**config.mk**
```make
export PLATFORM = sky130hd
export DESIGN_NAME = alu_share_arbiter
export DESIGN_NICKNAME = d
export VERILOG_FILES = /design/src/rtl/alu_ctrl_pkg.sv /design/src/rtl/alu8.sv /design/src/rtl/rr_arb2.sv /design/src/rtl/alu_share_arbiter.sv
export SDC_FILE = /design/constraint.sdc
export NUM_CORES = 1
export LEC_CHECK = 0
export ABC_AREA = 1
export CAP_MARGIN = 0
export CELL_PAD_IN_SITES_DETAIL_PLACEMENT = 1
export CELL_PAD_IN_SITES_GLOBAL_PLACEMENT = 1
export CORE_ASPECT_RATIO = 1.4
export CORE_MARGIN = 2
export CORE_UTILIZATION = 25
export DETAILED_ROUTE_END_ITERATION = 16
export MAX_ROUTING_LAYER = met4
export PLACE_DENSITY = 0.62
export SYNTH_ARGS = -nofsm -noshare
export SYNTH_HDL_FRONTEND = slang
export SYNTH_HIERARCHICAL = 1
export SYNTH_SLANG_ARGS = --single-unit
```
**constraint.sdc**
```tcl
create_clock -name clk -period 5.04 [get_ports clk]
set_input_delay 1.008 -clock clk [delete_from_list [all_inputs] [get_ports clk]]
set_output_delay 1.008 -clock clk [all_outputs]
set_load 0.05 [all_outputs]
```
**src/rtl/alu_ctrl_pkg.sv**
```systemverilog
// alu_ctrl_pkg: opcodes, flag indices and the request bundle for the shared ALU
package alu_ctrl_pkg;

    localparam logic [3:0] OP_ADD = 4'h0;
    localparam logic [3:0] OP_SUB = 4'h1;
    localparam logic [3:0] OP_INC = 4'h2;
    localparam logic [3:0] OP_DEC = 4'h3;
    localparam logic [3:0] OP_ADC = 4'h4;
    localparam logic [3:0] OP_SBB = 4'h5;
    localparam logic [3:0] OP_CMP = 4'h6;
    localparam logic [3:0] OP_OR  = 4'h7;
    localparam logic [3:0] OP_AND = 4'h8;
    localparam logic [3:0] OP_NOT = 4'h9;
    localparam logic [3:0] OP_XOR = 4'hA;
    localparam logic [3:0] OP_SHL = 4'hB;
    localparam logic [3:0] OP_SHR = 4'hC;
    localparam logic [3:0] OP_ASR = 4'hD;
    localparam logic [3:0] OP_ROL = 4'hE;
    localparam logic [3:0] OP_ROR = 4'hF;

    localparam int FLAG_V = 3;
    localparam int FLAG_Z = 2;
    localparam int FLAG_N = 1;
    localparam int FLAG_C = 0;

    localparam logic [3:0] LOGIC_OP_MIN = 4'b0111;

    typedef struct packed {
        logic       mode;
        logic [3:0] op;
        logic [7:0] a;
        logic [7:0] b;
        logic       use_carry;
    } alu_req_t;

endpackage

```
**src/rtl/alu8.sv**
```systemverilog
// alu8: 8-bit combinational ALU with {V,Z,N,C} flags and mode/op legality check
module alu8
    import alu_ctrl_pkg::*;
(
    input  logic       mode,
    input  logic [3:0] op,
    input  logic [7:0] a,
    input  logic [7:0] b,
    input  logic       cin,
    output logic [7:0] f,
    output logic [3:0] flags,
    output logic       err
);

    logic [8:0] sum;
    logic       c;
    logic       v;

    // result in sum[7:0]; sum[8] is carry for adds and borrow for subtracts
    always_comb begin
        sum = '0;
        c   = 1'b0;
        v   = 1'b0;
        case (op)
            OP_ADD: begin sum = {1'b0, a} + {1'b0, b}; c = sum[8]; v = ~(a[7] ^ b[7]) & (sum[7] ^ a[7]); end
            OP_SUB: begin sum = {1'b0, a} - {1'b0, b}; c = sum[8]; v = (a[7] ^ b[7]) & (sum[7] ^ a[7]); end
            OP_INC: begin sum = {1'b0, a} + 9'd1; c = sum[8]; v = (a == 8'h7F); end
            OP_DEC: begin sum = {1'b0, a} - 9'd1; c = sum[8]; v = (a == 8'h80); end
            OP_ADC: begin sum = {1'b0, a} + {1'b0, b} + {8'd0, cin}; c = sum[8]; v = ~(a[7] ^ b[7]) & (sum[7] ^ a[7]); end
            OP_SBB: begin sum = {1'b0, a} - {1'b0, b} - {8'd0, cin}; c = sum[8]; v = (a[7] ^ b[7]) & (sum[7] ^ a[7]); end
            OP_CMP: begin sum = {1'b0, a} - {1'b0, b}; c = (a > b); v = (a[7] ^ b[7]) & (sum[7] ^ a[7]); end
            OP_OR:  sum = {1'b0, a | b};
            OP_AND: sum = {1'b0, a & b};
            OP_NOT: sum = {1'b0, ~a};
            OP_XOR: sum = {1'b0, a ^ b};
            OP_SHL: begin sum = {1'b0, a[6:0], 1'b0}; c = a[7]; end
            OP_SHR: begin sum = {2'b00, a[7:1]}; c = a[0]; end
            OP_ASR: begin sum = {1'b0, a[7], a[7:1]}; c = a[0]; end
            OP_ROL: begin sum = {1'b0, a[6:0], a[7]}; c = a[7]; end
            OP_ROR: begin sum = {1'b0, a[0], a[7:1]}; c = a[0]; end
            default: ;
        endcase
        f             = sum[7:0];
        flags[FLAG_V] = v;
        flags[FLAG_Z] = (sum[7:0] == 8'h00);
        flags[FLAG_N] = sum[7];
        flags[FLAG_C] = c;
        err           = mode ? (op < LOGIC_OP_MIN) : (op >= LOGIC_OP_MIN);
    end

endmodule

```
**src/rtl/rr_arb2.sv**
```systemverilog
// rr_arb2: two-way arbiter, round-robin or fixed priority, remembering the last winner
module rr_arb2 #(
    parameter int RR_EN = 1
) (
    input  logic       clk,
    input  logic       rst_n,
    input  logic [1:0] valid,
    input  logic       enable,
    output logic       gnt_vld,
    output logic       gnt_id
);

    logic last_grant;

    // on contention the requester that did not win last time goes first
    always_comb begin
        gnt_vld = enable & (valid[0] | valid[1]);
        gnt_id  = (&valid) ? ((RR_EN != 0) ? ~last_grant : 1'b0) : valid[1];
    end

    // resets to 1 so requester 0 wins the first contention
    always_ff @(posedge clk or negedge rst_n) begin
        if (!rst_n)
            last_grant <= 1'b1;
        else if (gnt_vld)
            last_grant <= gnt_id;
    end

endmodule

```
**src/rtl/alu_share_arbiter.sv**
```systemverilog
// alu_share_arbiter: shares one ALU between two requesters with per-requester carry and a 1-deep response slot
module alu_share_arbiter
    import alu_ctrl_pkg::*;
#(
    parameter int DATA_W = 8,
    parameter int RR_EN  = 1
) (
    input  logic              clk,
    input  logic              rst_n,
    input  logic              req0_valid,
    output logic              req0_ready,
    input  logic              req0_mode,
    input  logic [3:0]        req0_op,
    input  logic [DATA_W-1:0] req0_a,
    input  logic [DATA_W-1:0] req0_b,
    input  logic              req0_use_carry,
    input  logic              req1_valid,
    output logic              req1_ready,
    input  logic              req1_mode,
    input  logic [3:0]        req1_op,
    input  logic [DATA_W-1:0] req1_a,
    input  logic [DATA_W-1:0] req1_b,
    input  logic              req1_use_carry,
    output logic              rsp_valid,
    input  logic              rsp_ready,
    output logic              rsp_id,
    output logic [DATA_W-1:0] rsp_f,
    output logic [3:0]        rsp_flags,
    output logic              rsp_err
);

    logic              slot_free;
    logic              gnt_vld;
    logic              gnt_id;
    alu_req_t          sel;
    logic              alu_cin;
    logic [DATA_W-1:0] alu_f;
    logic [3:0]        alu_flags;
    logic              alu_err;
    logic [1:0]        carry_q;

    rr_arb2 #(.RR_EN(RR_EN)) u_arb (
        .clk     (clk),
        .rst_n   (rst_n),
        .valid   ({req1_valid, req0_valid}),
        .enable  (slot_free & rst_n),
        .gnt_vld (gnt_vld),
        .gnt_id  (gnt_id)
    );

    alu8 u_alu (
        .mode  (sel.mode),
        .op    (sel.op),
        .a     (sel.a),
        .b     (sel.b),
        .cin   (alu_cin),
        .f     (alu_f),
        .flags (alu_flags),
        .err   (alu_err)
    );

    // granted requester steers the ALU; idle cycles present all-zero inputs
    always_comb begin
        slot_free  = !rsp_valid | rsp_ready;
        req0_ready = gnt_vld & ~gnt_id;
        req1_ready = gnt_vld & gnt_id;
        sel        = !gnt_vld ? '0 :
                     gnt_id   ? {req1_mode, req1_op, req1_a, req1_b, req1_use_carry} :
                                {req0_mode, req0_op, req0_a, req0_b, req0_use_carry};
        alu_cin    = sel.use_carry & carry_q[gnt_id];
    end

    // response slot: reload on accept (even while draining), clear on consume alone
    always_ff @(posedge clk or negedge rst_n) begin
        if (!rst_n) begin
            rsp_valid <= 1'b0;
            rsp_id    <= 1'b0;
            rsp_f     <= '0;
            rsp_flags <= '0;
            rsp_err   <= 1'b0;
        end else if (gnt_vld) begin
            rsp_valid <= 1'b1;
            rsp_id    <= gnt_id;
            rsp_f     <= alu_err ? '0 : alu_f;
            rsp_flags <= alu_err ? '0 : alu_flags;
            rsp_err   <= alu_err;
        end else if (rsp_ready) begin
            rsp_valid <= 1'b0;
        end
    end

    // each requester's carry follows only its own legal arithmetic ops
    always_ff @(posedge clk or negedge rst_n) begin
        if (!rst_n)
            carry_q <= '0;
        else if (gnt_vld & !alu_err & !sel.mode)
            carry_q[gnt_id] <= alu_flags[FLAG_C];
    end

endmodule

```
Word level (Yosys, flattened, before mapping)
Cells that the tools add are included.
- bits of input ports: 49
- flip-flop bits (word level): 18
- word-level logic and storage cells: 87
- reductions and logical operators: 11
- bitwise operators: 25
- muxes and demuxes: 16
- order comparisons: 5
- equal/unequal tests: 17
- $add $sub $neg: 6
- operators by type and width (operator ; count):
    one-hot mux 8 bit (15 select lines) ; 1
    two-way mux 22 bit ; 2
    == test 4 bit (second input constant) ; 8
    == test 4 x 3 -> 1 bit (second input constant) ; 4
    bitwise AND 1 bit ; 11
    adder 8 x 1 -> 9 bit (second input constant) ; 1
    adder 8 x 8 -> 9 bit ; 1
    adder 9 x 1 -> 9 bit ; 1
    one-hot mux 1 bit (9 select lines) ; 1
    subtractor 8 x 1 -> 9 bit (second input constant) ; 1
    subtractor 8 x 8 -> 9 bit ; 1
    subtractor 9 x 1 -> 9 bit ; 1
    bitwise AND 8 bit ; 1
    == test 4 x 2 -> 1 bit (second input constant) ; 2
    == test 8 x 7 -> 1 bit (second input constant) ; 1
    == test 8 bit (second input constant) ; 1
    greater-than comparator 8 bit ; 1
    zero test 8 bit ; 1
    two-way mux 8 bit ; 1
    NOT 8 bit ; 1
    OR 8 bit ; 1
    XOR 8 bit ; 1
    two-way mux 1 bit ; 7
    one-hot mux 1 bit (6 select lines) ; 1
    18 further kinds ; 28

Logic depth before layout (Yosys ltp)
- word-level depth: 11
- gate-level depth with buffers: 28
- mapped depth without buffers: 26

Hierarchy
The synthesis kept the hierarchy.
- by module, submodules not included (module ; sequential area each (µm²) ; cells an instance ; area an instance (µm²) ; instances):
    alu8 ; 0.0 ; 548 ; 2675.1 ; 1
    alu_share_arbiter ; 425.4 ; 91 ; 957.2 ; 1
    rr_arb2 ; 26.3 ; 8 ; 62.6 ; 1

Worst setup path before layout
No wires, ideal clock.
- kind: input to register
- from: input port rsp_ready
- to: register carry_q[0]
- setup slack: 875 ps
- arrival time: 4082 ps
- data required time: 4957 ps
- setup time: 83 ps
- stages on the path: 22
- cells stage by stage: o21a_1 -> o21ai_2 -> inv_1 -> nand2_1 -> inv_1 -> buf_6 -> a22o_1 -> inv_1 -> ha_1 -> fa_1 -> ha_1 -> inv_1 -> nor2_1 -> nand2_1 -> nor2_1 -> nand2_1 -> nor3_2 -> nor2_1 -> o211ai_1 -> buf_4 -> inv_1 -> o21ai_0
- RTL lines (what ; line ; RTL):
    start: declaration ; alu_share_arbiter.sv:25 ; input logic rsp_ready,
    end signal: indexed assignment ; alu_share_arbiter.sv:97 ; carry_q[gnt_id] <= alu_flags[FLAG_C];
    end: declaration ; alu_share_arbiter.sv:40 ; logic [1:0] carry_q;

==> results summary <==
STA classifies the critical path startpoint as a primary input. The proportion of power drawn by flip-flops and latches is 17.5%. The initial antenna violation count was 0.

The clock arrives with 0.903 ps of skew. The full die area is 15800 um^2. The first global-routing pass estimated 26200 um of wire.

The maximum clock path buffer count came out at 2. Using the TritonRoute via totals, the vias-per-cell ratio works out to 5.01. The number of stages on the worst hold path is 2. The aggregate global-route resource usage is 21.8%.

The net switching fraction of the power is 50.7%. The number of pins with negative max-slew slack in the final report is 0. Counting flops with a built-in enable in the synthesized netlist gives 0. The remaining global-route overflow is 0. The analysis attributes to net switching a power of 574 uW.

The repair_antennas step left the layout with diodes totalling 0. The achievable frequency is 0.213 GHz. The mapped cell area is 3690 um^2. The total clock buffers created by CTS came out at 3. Setup repair after global routing left no endpoint under its margin. With fillers left out, the area of the finished cells amounts to 4820 um^2. Summing over every cut layer, the via total after detailed routing is 4592. The placed instances occupy a cell area of 4720 um^2. In this run the clock root is driven by a clkbuf_16. The remaining number of nets flagged by the antenna check after routing is 0. The power share of the clock group came out at 13.7%. The starting utilization of the core area is 25.6%.

The first-pass iteration count of the detailed router came out at 4. The highest ir drop seen on vdd is 216 uV. The CTS tree is done. In the layout the commonest cells are 204 x nand2_1, 93 x nand3_1, 80 x inv_1, 80 x nor2_1, 63 x clkdlybuf4s50_1. The post-layout net count is 811. The final standard cell utilization of the core came out at 33.4%. The critical path's slowest cell is fa_1.

The internal power is 557 uW. The number of warning messages in the yosys log came out at 6. The top-level I/O count came out at 66. The final routed wire length divided by cell count is 18.0 um.

The synthesized netlist cell count is 647. The synthesis-to-finish area growth came out at 30.6%. Among cell families on the critical path, the largest total delay comes from simple AND/OR/NAND/NOR gates. The measured slew at the worst slew-check pin is 671 ps.

The share of the yosys chip area belonging to registers is 12.2%. The count of buffers from port buffering came out at 65. The number of setup violations in the final report is 0. Entering global routing, the biggest net connects 23 pins.

The worst setup path is of the primary input to flop kind. The critical path crosses 23 cells after its start point. For this block, the initial DRC count from the detailed router was 168. The deepest level of the CTS H-tree came out at 1. The worst setup path is captured at a flop. The worst path buffer plus inverter count came out at 4. The worst relative slew slack came out at 55.1%. The min-delay analysis places its worst path in the category flop to flop. For the worst flop-to-flop path, the logic depth is 23. The share of flip-flops with an asynchronous set or reset after synthesis came out at 100%. The power share of the combinational group is 68.8%.

The die is 107 um wide. Buffers inserted to repair hold after CTS numbered 0. The tool flagged a number of max-cap violations equal to 0. Summed over all layers, the routed wires come to 16500 um. Walking the worst path, the cells encountered are clkdlybuf4s50_1 -> o21a_1 -> o21ai_2 -> inv_2 -> nand2_1 -> inv_1 -> buf_12 -> a22o_1 -> ha_1 -> fa_1 -> nand2_1 -> nand2_1 -> nor2_1 -> nand3_1 -> nor2_1 -> nand3_1 -> nand2_1 -> nand2_1 -> nand2_1 -> nand3_1 -> nand3_1 -> nand3_1 -> a22o_1. The static leakage power is 2.37 nW. The synthesized area divided by synthesized cell count came out at 5.71 um^2. The net count of the mapped netlist is 729. The most instantiated flip-flop cell in the synthesis netlist is dfrtp_1. After detailed routing, the number of remaining DRC violations is 0. In the final layout, the share of cells above drive strength 1 is 8.38%. Leaving out fill and tap cells, the most frequent cell in the layout is nand2_1. The number of hold violations in the final report is 0. The fraction of the cycle the final worst path needs is 93.1%. The required time at the worst-slack endpoint is 5170 ps.

The detailed placement HPWL came out at 14500 um. The height of the chip came out at 148 um. The critical path arrival came out at 4830 ps. The number of rows created at floorplan is 52. The number of distinct library cells after synthesis came out at 48. The placer congestion estimate is 0.978.

The run finished with clean final reports. The final critical delay including setup and external delays came out at 4690 ps. The worst-skew pair later-pin latency came out at 240 ps.

The most common cell type on the critical path is nand2_1. After clock tree synthesis, the clock-pin slew on the worst setup and hold paths is 50 ps. Counting flops and latches in the post-synthesis netlist gives 18. Of all nets on the critical path, the largest fanout is 22. The biggest cell delay along the critical path came out at 510 ps. The number of global-route vias before repair came to 4950. The area inside the core boundary came out at 14400 um^2. The number of sinks driven by the clock tree came out at 18.

The power density over the cells came out at 234 nW/um^2.
[layer usage]
layer	share of wire [%]	routed length, um	global-route usage (%)	up-vias
li1	-	-	-	2280
met1	40	6570	23.7	2181
met2	53	8730	40.3	91
met3	1.5	250	0.661	40
met4	5.6	917	10.6	0
met5	0	0	-	-
[worst register-to-register path, stage by stage (launching register included)]
cell,delay [ps]
dfrtp_1,330
inv_1,50
o21a_1,180
o21ai_2,80
inv_2,100
nand2_1,120
inv_1,80
buf_12,160
a22o_1,250
ha_1,250
fa_1,510
nand2_1,150
nand2_1,110
nor2_1,220
nand3_1,210
nor2_1,180
nand3_1,110
nand2_1,90
nand2_1,50
nand2_1,50
nand3_1,100
nand3_1,100
nand3_1,80
a22o_1,200
[cell type report]
cell class              count  area, um^2
fillers                  1946        9620
flip-flops and latches     18         452
well taps                 189         236
repair buffers             97         936
inverters                  86         325
multi-input cells         523        2800
clock buffers               4        78.8
[cell usage after synthesis, drive strengths merged, types with 5 or more instances]
master / number / area (um^2)
a21oi: 10 / 53.8
a22o: 31 / 278
buf: 17 / 129
dfrtp: 17 / 425
ha: 31 / 388
inv: 83 / 314
nand2: 205 / 772
nand3: 93 / 465
nand4: 17 / 106
nor2: 85 / 355
nor3: 5 / 30.0
o21ai: 20 / 104
[state kept, by name, indices dropped and copies added, names as in the netlist]
| register | cells |
|---|---|
| rsp_f | 8 |
| rsp_flags | 4 |
| carry_q | 2 |
| rsp_err | 1 |
| rsp_id | 1 |
| rsp_valid | 1 |
| u_arb/last_grant | 1 |
[per-stage QoR]
step	cells	hold slack [ps]	total power [mW]	setup TNS (ps)	worst slack, ps
floorplan	647	449	0.693	0	875
CTS	916	491	1.13	0	136
global route	917	527	1.22	0	35.8
finish	917	487	1.13	0	345
detailed placement	912	483	0.974	-400	-142
global placement	912	458	0.961	-26.9	-26.9
[cell families (layout without fill, tap and decap cells)]
kind of cell | Yosys count | count (layout) | synth area share (%)
buffers and inverters | 106 | 187 | 12.6
AO/OA/AOI/OAI | 74 | 74 | 14.5
multiplexers | 1 | 1 | 0.271
XOR/XNOR | 3 | 3 | 0.711
adder cells (fa/ha/maj) | 33 | 33 | 11.6
AND/OR/NAND/NOR | 412 | 412 | 48.1
flip-flops | 18 | 18 | 12.2
[timing repair]
item                       4_1_cts  5_1_grt
resized for setup                0        7
setup buffers                    0        1
setup endpoints to repair        0        7
[power groups by stage]
stage / clock network (mW) / registers (mW) / logic (mW)
floorplan: 0 / 0.295 / 0.398
detailed placement: 0 / 0.201 / 0.773
global route: 0.168 / 0.203 / 0.851
global placement: 0 / 0.199 / 0.762
finish: 0.155 / 0.198 / 0.777
CTS: 0.158 / 0.199 / 0.775
[path summary, 6_finish.rpt]
check	slack [ps]	startpoint	end
max	350	rsp_ready	rsp_flags[3]$_DFFE_PN0P_
min	490	u_arb/last_grant$_DFFE_PN1P_	u_arb/last_grant$_DFFE_PN1P_
max reg2reg	1180	rsp_valid$_DFFE_PN0P_	rsp_flags[3]$_DFFE_PN0P_
min reg2reg	490	u_arb/last_grant$_DFFE_PN1P_	u_arb/last_grant$_DFFE_PN1P_
max in group asynchronous	3660	rst_n	u_arb/last_grant$_DFFE_PN1P_
min in group asynchronous	1130	rst_n	rsp_id$_DFFE_PN0P_
Note: power is estimated with default switching activity, not from simulation.
